==> src/rtl/mem_ctrl_pkg.sv <==
// mem_ctrl_pkg -- shared definitions for the mem_ctrl request/response
// memory controller.
//   state_t          : controller FSM state encoding
//   *_DEF localparams: default values for the mem_ctrl parameters
package mem_ctrl_pkg;

  localparam int ADDR_W_DEF    = 32;
  localparam int DATA_W_DEF    = 32;
  localparam int MEM_DEPTH_DEF = 200;
  localparam int READ_LAT_DEF  = 1;

  typedef enum logic [2:0] {
    IDLE    = 3'd0,
    WRITE   = 3'd1,
    READ    = 3'd2,
    CAPTURE = 3'd3,
    RESP    = 3'd4
  } state_t;

endpackage

==> src/rtl/mem_ctrl.sv <==
// mem_ctrl -- single-outstanding memory controller between a core
// request/response channel and a synchronous memory whose read data is
// registered inside the memory.
//
// Optional feature: define MEM_CTRL_BOUNDS_CHECK_EN to reject requests whose
// address is >= MEM_DEPTH (no memory access, rsp_err=1, rsp_data=0).
//
// Ports
//   clk, reset            : clock, asynchronous active-low reset
//   req_valid/req_ready   : request handshake (req_write, req_adress, req_data)
//   rsp_valid/rsp_ready   : response handshake (rsp_data, rsp_err)
//   adress, data          : memory address / write data (held between accesses)
//   memRead, memWrite     : memory read / write enables
//   memOut                : memory read data (registered inside the memory)
//   busy                  : high whenever the FSM is not in IDLE
//   fsm_state             : current FSM state, for observation
//
// Handshakes: a transfer happens on the rising clk edge where valid and
// ready are both high. req_ready is high only in IDLE, so at most one request
// is ever outstanding; rsp_valid is high only in RESP, and rsp_data/rsp_err
// stay constant there until rsp_ready is seen.
module mem_ctrl
  import mem_ctrl_pkg::*;
#(
  parameter int ADDR_W    = ADDR_W_DEF,
  parameter int DATA_W    = DATA_W_DEF,
  parameter int MEM_DEPTH = MEM_DEPTH_DEF,
  parameter int READ_LAT  = READ_LAT_DEF
) (
  input  logic              clk,
  input  logic              reset,
  input  logic              req_valid,
  output logic              req_ready,
  input  logic              req_write,
  input  logic [ADDR_W-1:0] req_adress,
  input  logic [DATA_W-1:0] req_data,
  output logic              rsp_valid,
  input  logic              rsp_ready,
  output logic [DATA_W-1:0] rsp_data,
  output logic              rsp_err,
  output logic [ADDR_W-1:0] adress,
  output logic [DATA_W-1:0] data,
  output logic              memRead,
  output logic              memWrite,
  input  logic [DATA_W-1:0] memOut,
  output logic              busy,
  output state_t            fsm_state
);

  if (READ_LAT < 1 || READ_LAT > 7 || MEM_DEPTH < 1) begin : g_param_err
    $error("mem_ctrl: READ_LAT must be 1..7 and MEM_DEPTH must be >= 1");
  end

  // READ lasts READ_LAT cycles: the counter is loaded with READ_LAT-1 at
  // acceptance and READ exits on the cycle where it reads zero.
  localparam logic [2:0] CNT_INIT = 3'(READ_LAT - 1);

  state_t            state_q, state_d;
  logic [ADDR_W-1:0] adress_q;
  logic [DATA_W-1:0] data_q;
  logic [DATA_W-1:0] rsp_data_q;
  logic [2:0]        cnt_q;
  logic              accept;
  logic              in_range;

  assign accept = req_valid && (state_q == IDLE);

`ifdef MEM_CTRL_BOUNDS_CHECK_EN
  localparam logic [ADDR_W-1:0] DEPTH_A = ADDR_W'(MEM_DEPTH);
  logic err_q;
  assign in_range = (req_adress < DEPTH_A);
  // err_q is only meaningful in RESP; gating keeps rsp_err low elsewhere.
  assign rsp_err  = err_q && (state_q == RESP);
`else
  assign in_range = 1'b1;
  assign rsp_err  = 1'b0;
`endif

  always_comb begin
    state_d = state_q;
    case (state_q)
      IDLE: begin
        if (accept) begin
          if (!in_range)      state_d = RESP;
          else if (req_write) state_d = WRITE;
          else                state_d = READ;
        end
      end
      WRITE:   state_d = RESP;
      READ:    if (cnt_q == 3'd0) state_d = CAPTURE;
      CAPTURE: state_d = RESP;
      RESP:    if (rsp_ready) state_d = IDLE;
      default: state_d = IDLE;
    endcase
  end

  always_ff @(posedge clk or negedge reset) begin
    if (!reset) begin
      state_q    <= IDLE;
      adress_q   <= '0;
      data_q     <= '0;
      rsp_data_q <= '0;
      cnt_q      <= '0;
`ifdef MEM_CTRL_BOUNDS_CHECK_EN
      err_q      <= 1'b0;
`endif
    end else begin
      state_q <= state_d;
      if (accept) begin
        adress_q   <= req_adress;
        data_q     <= req_data;
        // Writes and rejected requests answer with zero data.
        rsp_data_q <= '0;
        cnt_q      <= CNT_INIT;
`ifdef MEM_CTRL_BOUNDS_CHECK_EN
        err_q      <= !in_range;
`endif
      end
      if (state_q == READ && cnt_q != 3'd0) cnt_q <= cnt_q - 3'd1;
      // Memory data is valid during CAPTURE because the memory registers it
      // on the last READ edge.
      if (state_q == CAPTURE) rsp_data_q <= memOut;
    end
  end

  assign req_ready = (state_q == IDLE);
  assign busy      = (state_q != IDLE);
  assign rsp_valid = (state_q == RESP);
  assign memRead   = (state_q == READ);
  assign memWrite  = (state_q == WRITE);
  assign adress    = adress_q;
  assign data      = data_q;
  assign rsp_data  = rsp_data_q;
  assign fsm_state = state_q;

endmodule

==> config.mk <==
export PLATFORM = sky130hd
export DESIGN_NAME = mem_ctrl
export DESIGN_NICKNAME = d
export VERILOG_FILES = /design/src/rtl/mem_ctrl_pkg.sv /design/src/rtl/mem_ctrl.sv
export SDC_FILE = /design/constraint.sdc
export NUM_CORES = 1
export LEC_CHECK = 0
export ABC_AREA = 1
export BUFFER_PORTS_ARGS = -buffer_cell sky130_fd_sc_hd__clkbuf_2
export CORE_UTILIZATION = 49
export CTS_CLUSTER_DIAMETER = 30
export DETAILED_ROUTE_END_ITERATION = 12
export MAX_ROUTING_LAYER = met4
export PLACE_DENSITY = 0.9
export REMOVE_ABC_BUFFERS = 1
export SLEW_MARGIN = 5
export SYNTH_ARGS = -nofsm -noshare
export SYNTH_HDL_FRONTEND = slang
export SYNTH_SLANG_ARGS = --single-unit
==> constraint.sdc <==
create_clock -name clk -period 2.7 [get_ports clk]
set_clock_uncertainty 0.15 [all_clocks]
set_input_delay 0 -clock clk [delete_from_list [all_inputs] [get_ports clk]]
set_output_delay 0 -clock clk [all_outputs]
set_load 0.01 [all_outputs]
# Word level (Yosys, flattened, before mapping)
# Index checks and enable logic that the tools add are counted.
# word_totals
mem_bits_ro	0
ramBits	0
ff_bits	102
n_memories	0
in_bits	101
wordCells	32
latch_bits	0
out_inout_bits	105
# op_classes
order_cmp	0
n_reduce_logical	10
bitwise	0
n_eq_ne	7
shift	0
addsub	1
div_mod_pow	0
mul	0
n_mux	9
# ops
op	n
$mux W32	2
$mux W3	5
$pmux W3 S4	1
$eq A3 B2 Y1 const B	2
$logic_not A3 Y1	2
$ne A2 B1 Y1 const B	3
$reduce_bool A3 Y1	2
$reduce_bool A2 Y1	2
$eq A3 B1 Y1 const B	1
$eq A3 B3 Y1 const B	1
$reduce_and A3 Y1	1
$sub A3 B1 Y3 const B	1
$logic_and A1 B1 Y1	2
$mux W2	1
$reduce_or A2 Y1	1

# Logic depth before layout (Yosys ltp)
# depth
ltp_word	4
ltp_mapped	7

# Worst setup path before layout
# OpenSTA, ideal clock, no wires.
# synth_path
path_type	register -> register
startpoint	register state_q[0], in the netlist fsm_state[0]
endpoint	register data_q[12], in the netlist data[12]
slack_ns	1.178
t_required_ns	2.420
synth_period_minus_slack_ns	1.522
path_stages_with_launch	8
t_arrival_ns	1.242
path_cell_list	dfrtp_1 > buf_4 > nor2_4 > nand3_4 > buf_6 > buf_4 > nand2_1 > o21ai_1
# synth_between
elab_chain_len	2
# synth_rtl
item	line	rtl
from (decl)	mem_ctrl.sv:58	state_t state_q, state_d;
from (signal assigned)	mem_ctrl.sv:108	state_q <= state_d;
$logic_not A3 Y1	mem_ctrl.sv:66	assign accept = req_valid && (state_q == IDLE);
$logic_and A1 B1 Y1	mem_ctrl.sv:66	
to (signal assigned)	mem_ctrl.sv:111	data_q <= req_data;
to (decl)	mem_ctrl.sv:60	logic [DATA_W-1:0] data_q;
# No other way between the ends.
# A chain may end at the register's enable or synchronous reset.

# Final worst setup path
# layout_path
startpoint	register state_q[0], in the netlist fsm_state[0]
endpoint	register state_q[0], in the netlist fsm_state[0]
# layout_between
elab_chain_len	4
word_cells_on_any_way	12
classes_between	7 x eq/ne; 1 x mux; 4 x reduce/logical
# layout_rtl
item	line
$logic_not A3 Y1	mem_ctrl.sv:66, mem_ctrl.sv:81
$logic_and A1 B1 Y1	mem_ctrl.sv:66
$ne A2 B1 Y1 (no line)	-
$reduce_and A3 Y1 (no line)	-
# Parallel ways exist; a longest one is shown, timed or not.

==> flow_metrics.tcl <==
set metrics [dict create \
    initial_core_util_pct 50.8 \
    area_share_of_fa_ha_maj_cells_after_synthesis_pct 0.599 \
    cts_tree "built" \
    worst_r2r_path_depth 6 \
    mostFrequentLayoutCells "sky130_fd_sc_hd__clkbuf_2 (203), sky130_fd_sc_hd__nand2_1 (103), sky130_fd_sc_hd__dfrtp_1 (102), sky130_fd_sc_hd__dlygate4sd3_1 (102), sky130_fd_sc_hd__inv_1 (71)" \
    clkLatencyLatePin_ns 0.34 \
    cpPeakStageDelay_ns 0.56 \
    period_needed_ns 2.22 \
    tightest_slew_ns 0.627 \
    holdCritPathClass "input port to async pin" \
    max_freq_mhz 451 \
    route.detailed.wl_per_inst_um 15.6 \
    die_h_um 94.3 \
    grt.total_usage_pct 32.5 \
    final_layout_size_suffix_gt1_share_pct 30.6 \
    detailedRoute.firstPassIterationCount 4 \
    status "finished, final reports clean" \
    die_span_x_um 94.3 \
    avgSynthCellArea_um2 9.16 \
    area_growth_syn_to_layout_pct 54.5 \
    setup_violations 0 \
    drtAntennaViolNets 0 \
    clk_pin_slew_ns 0.11 \
    io_buffers 204 \
    vias_in_the_first_global_route 4425 \
    yosys.area_share.xor_xnor_pct 0.210 \
    cp_slowest_cell "sky130_fd_sc_hd__dlygate4sd3_1" \
    placed_cell_area_mm2 0.00525 \
    post-dp-hpwl_um 7430 \
    yosysSeqAreaShare_pct 61.1 \
    cts-resized-gates 0 \
    seq_area_mm2 0.00255 \
    synth_warnings 0 \
    via_count 4291 \
    level_count_of_the_clock_h_tree 3 \
    finish.instance_area_mm2 0.00645 \
    peakVddDrop_mv 0.835 \
    max_cap_viol_count 0 \
    area_taken_by_multi_input_logic_gates_mm2 0.00119 \
    critical_path.max_fanout 36 \
    postSynthRegisterBits 102 \
    antenna_found_initial 0 \
    fillers 488 \
    power_density_mw_per_mm2 987 \
    netlist-cell-type-count 23 \
    netlist_instances 456 \
    antenna_cells_inserted 0 \
    fin_crit_sh_pct 82.2 \
    critical_path.endpoint_type "flip-flop" \
    cts_buffers 9 \
    timing_hold_violations_final 0 \
    synth_compound_gate_area_share_pct 8.33 \
    cts_sinks 102 \
    critical_path_class "flip-flop to flip-flop" \
    synthesis.area_mm2 0.00418 \
    synth_simple_gate_area_share_pct 19.2 \
    cpMostUsedCell "sky130_fd_sc_hd__nand3_1" \
    setup_tns_ns 0 \
    viasPerCell 4.98 \
    timing.slew.headroom_pct 58.2 \
    num_io_pins 206 \
    setup.worst_path.start_class "flip-flop" \
    initialDrtViolationCount 129 \
    cts_buffer_depth 2 \
    critPathBufInv 3 \
    cts.repair_timing.setup_buffer_count 0 \
    grt_setup_unrepaired "false" \
    path_delay_family "buffers and inverters" \
    globalRoute.totalOverflow 0 \
    grt_max_degree 80 \
    synth_top_family_by_area "simple AND/OR/NAND/NOR gates" \
    worst-endpoint-required_ns 2.83 \
    drc 0 \
    cells_along_the_critical_path "buf_4, inv_1, nand3_1, nand3_1, nor2_1, dlygate4sd3_1" \
    placeableCoreArea_mm2 0.00822 \
    finalWeightedCongestion 0.801 \
    worst-path-stages 6 \
    worstPathArrival_ns 2.35 \
    grt_first_pass_wirelength_um 21100 \
    p_leak_uw 0.00370 \
    mux_share_of_post_synthesis_cell_area_pct 0 \
    ctsRootBufferMaster "sky130_fd_sc_hd__clkbuf_8" \
    maxSlewViolCount 0 \
    finalNetCount 854 \
    die_area_mm2 0.00890 \
    layout.cells.most_common "sky130_fd_sc_hd__clkbuf_2" \
    site_rows 33 \
    detail_route.wirelength_um 13400 \
]
-- synth_stat cells --
master	n	share of area (%)
sky130_fd_sc_hd__a21oi_1	1	0.12
sky130_fd_sc_hd__conb_1	1	0.090
sky130_fd_sc_hd__buf_6	4	1.1
sky130_fd_sc_hd__nand3_4	1	0.42
sky130_fd_sc_hd__nand3_1	68	8.1
sky130_fd_sc_hd__o22ai_1	2	0.30
sky130_fd_sc_hd__nor2_4	2	0.54
sky130_fd_sc_hd__nor2_1	1	0.090
sky130_fd_sc_hd__inv_2	2	0.18
sky130_fd_sc_hd__clkbuf_1	14	1.3
sky130_fd_sc_hd__buf_4	7	1.3
sky130_fd_sc_hd__inv_1	71	6.4
sky130_fd_sc_hd__nor3_1	2	0.24
sky130_fd_sc_hd__ha_1	2	0.60
sky130_fd_sc_hd__xnor2_1	1	0.21
sky130_fd_sc_hd__buf_2	1	0.12
sky130_fd_sc_hd__dfrtp_1	102	61
sky130_fd_sc_hd__nand3b_1	2	0.36
sky130_fd_sc_hd__nand2_1	103	9.3
sky130_fd_sc_hd__o21ai_1	37	4.4
sky130_fd_sc_hd__o21ai_0	29	3.5
sky130_fd_sc_hd__nand4_1	1	0.15
sky130_fd_sc_hd__buf_1	2	0.18
-- state kept, by name, summed over array words and instances (netlist names) --
register,cells
adress,32
cnt_q,3
data,32
fsm_state,3
rsp_data,32
-- repair_timing --
item,4_1_cts,5_1_grt
endpoints found under the setup margin,0,0
hold endpoints to repair,145,0
hold buffers,102,0
-- metrics by stage --
step	power [µW]	std cells	util [%]	setup slack, ns	hold WS, ns
after floorplan	4010	428	-	0.140	-0.446
after global placement	5120	743	63.9	1.11	-0.108
after detailed placement	5260	743	63.9	1.00	-0.0887
after CTS	6290	861	78.5	0.499	0.0652
after global routing	6840	861	78.5	0.305	0.0847
final	6370	861	78.5	0.481	0.0507
-- layout make-up --
cell class / count / share of cell area [%]
timing repair buffer: 312 / 33.0
tap: 105 / 2.04
multi-input combinational: 253 / 18.4
clock inverter: 7 / 0.892
inverter: 73 / 4.25
sequential: 102 / 39.6
clock buffer: 9 / 1.92
-- path summary, 6_finish.rpt --
path | endpoint | slack (ns) | from
min reg2reg | data[2]$_DFFE_PN0P_ | 0.36 | data[2]$_DFFE_PN0P_
min | data[14]$_DFFE_PN0P_ | 0.05 | reset
max | fsm_state[0]$_DFFE_PN0P_ | 0.48 | fsm_state[0]$_DFFE_PN0P_
max in group asynchronous | rsp_data[20]$_DFFE_PN0P_ | 1.64 | reset
min in group clk | adress[10]$_DFFE_PN0P_ | 0.27 | req_adress[10]
max reg2reg | fsm_state[0]$_DFFE_PN0P_ | 0.48 | fsm_state[0]$_DFFE_PN0P_
-- where the power goes --
group          leakage [µW]  total, µW  internal, µW  switching (µW)
Clock             0.0000881        885           349             536
Sequential          0.00131       2660          2220             447
Combinational       0.00231       2820          1120            1700
Total               0.00370       6370          3690            2680
-- worst register-to-register path: stages (launching register included) --
cell and delay, ns:
sky130_fd_sc_hd__dfrtp_1 0.41, sky130_fd_sc_hd__buf_4 0.37, sky130_fd_sc_hd__inv_1 0.17, sky130_fd_sc_hd__nand3_1 0.27, sky130_fd_sc_hd__nand3_1 0.12, sky130_fd_sc_hd__nor2_1 0.12
sky130_fd_sc_hd__dlygate4sd3_1 0.56
-- metal layers --
metal  part of all wire, %  vias to the layer above  track usage (%)
met5                     0                        -                -
met4                   5.0                        0             18.8
met3                   6.0                       63             6.15
met2                    54                      212             55.7
met1                    35                     2000             35.1
li1                      -                     2016                -
-- cell families after synthesis --
logic type | count (synthesis)
AOI/OAI and AO/OA | 69
xor gates and xnor gates | 1
adders and majority gates | 2
buffers and inverters | 101
DFF | 102
other | 1
and+or+nand+nor | 180
(Power assumes the default switching activity.)
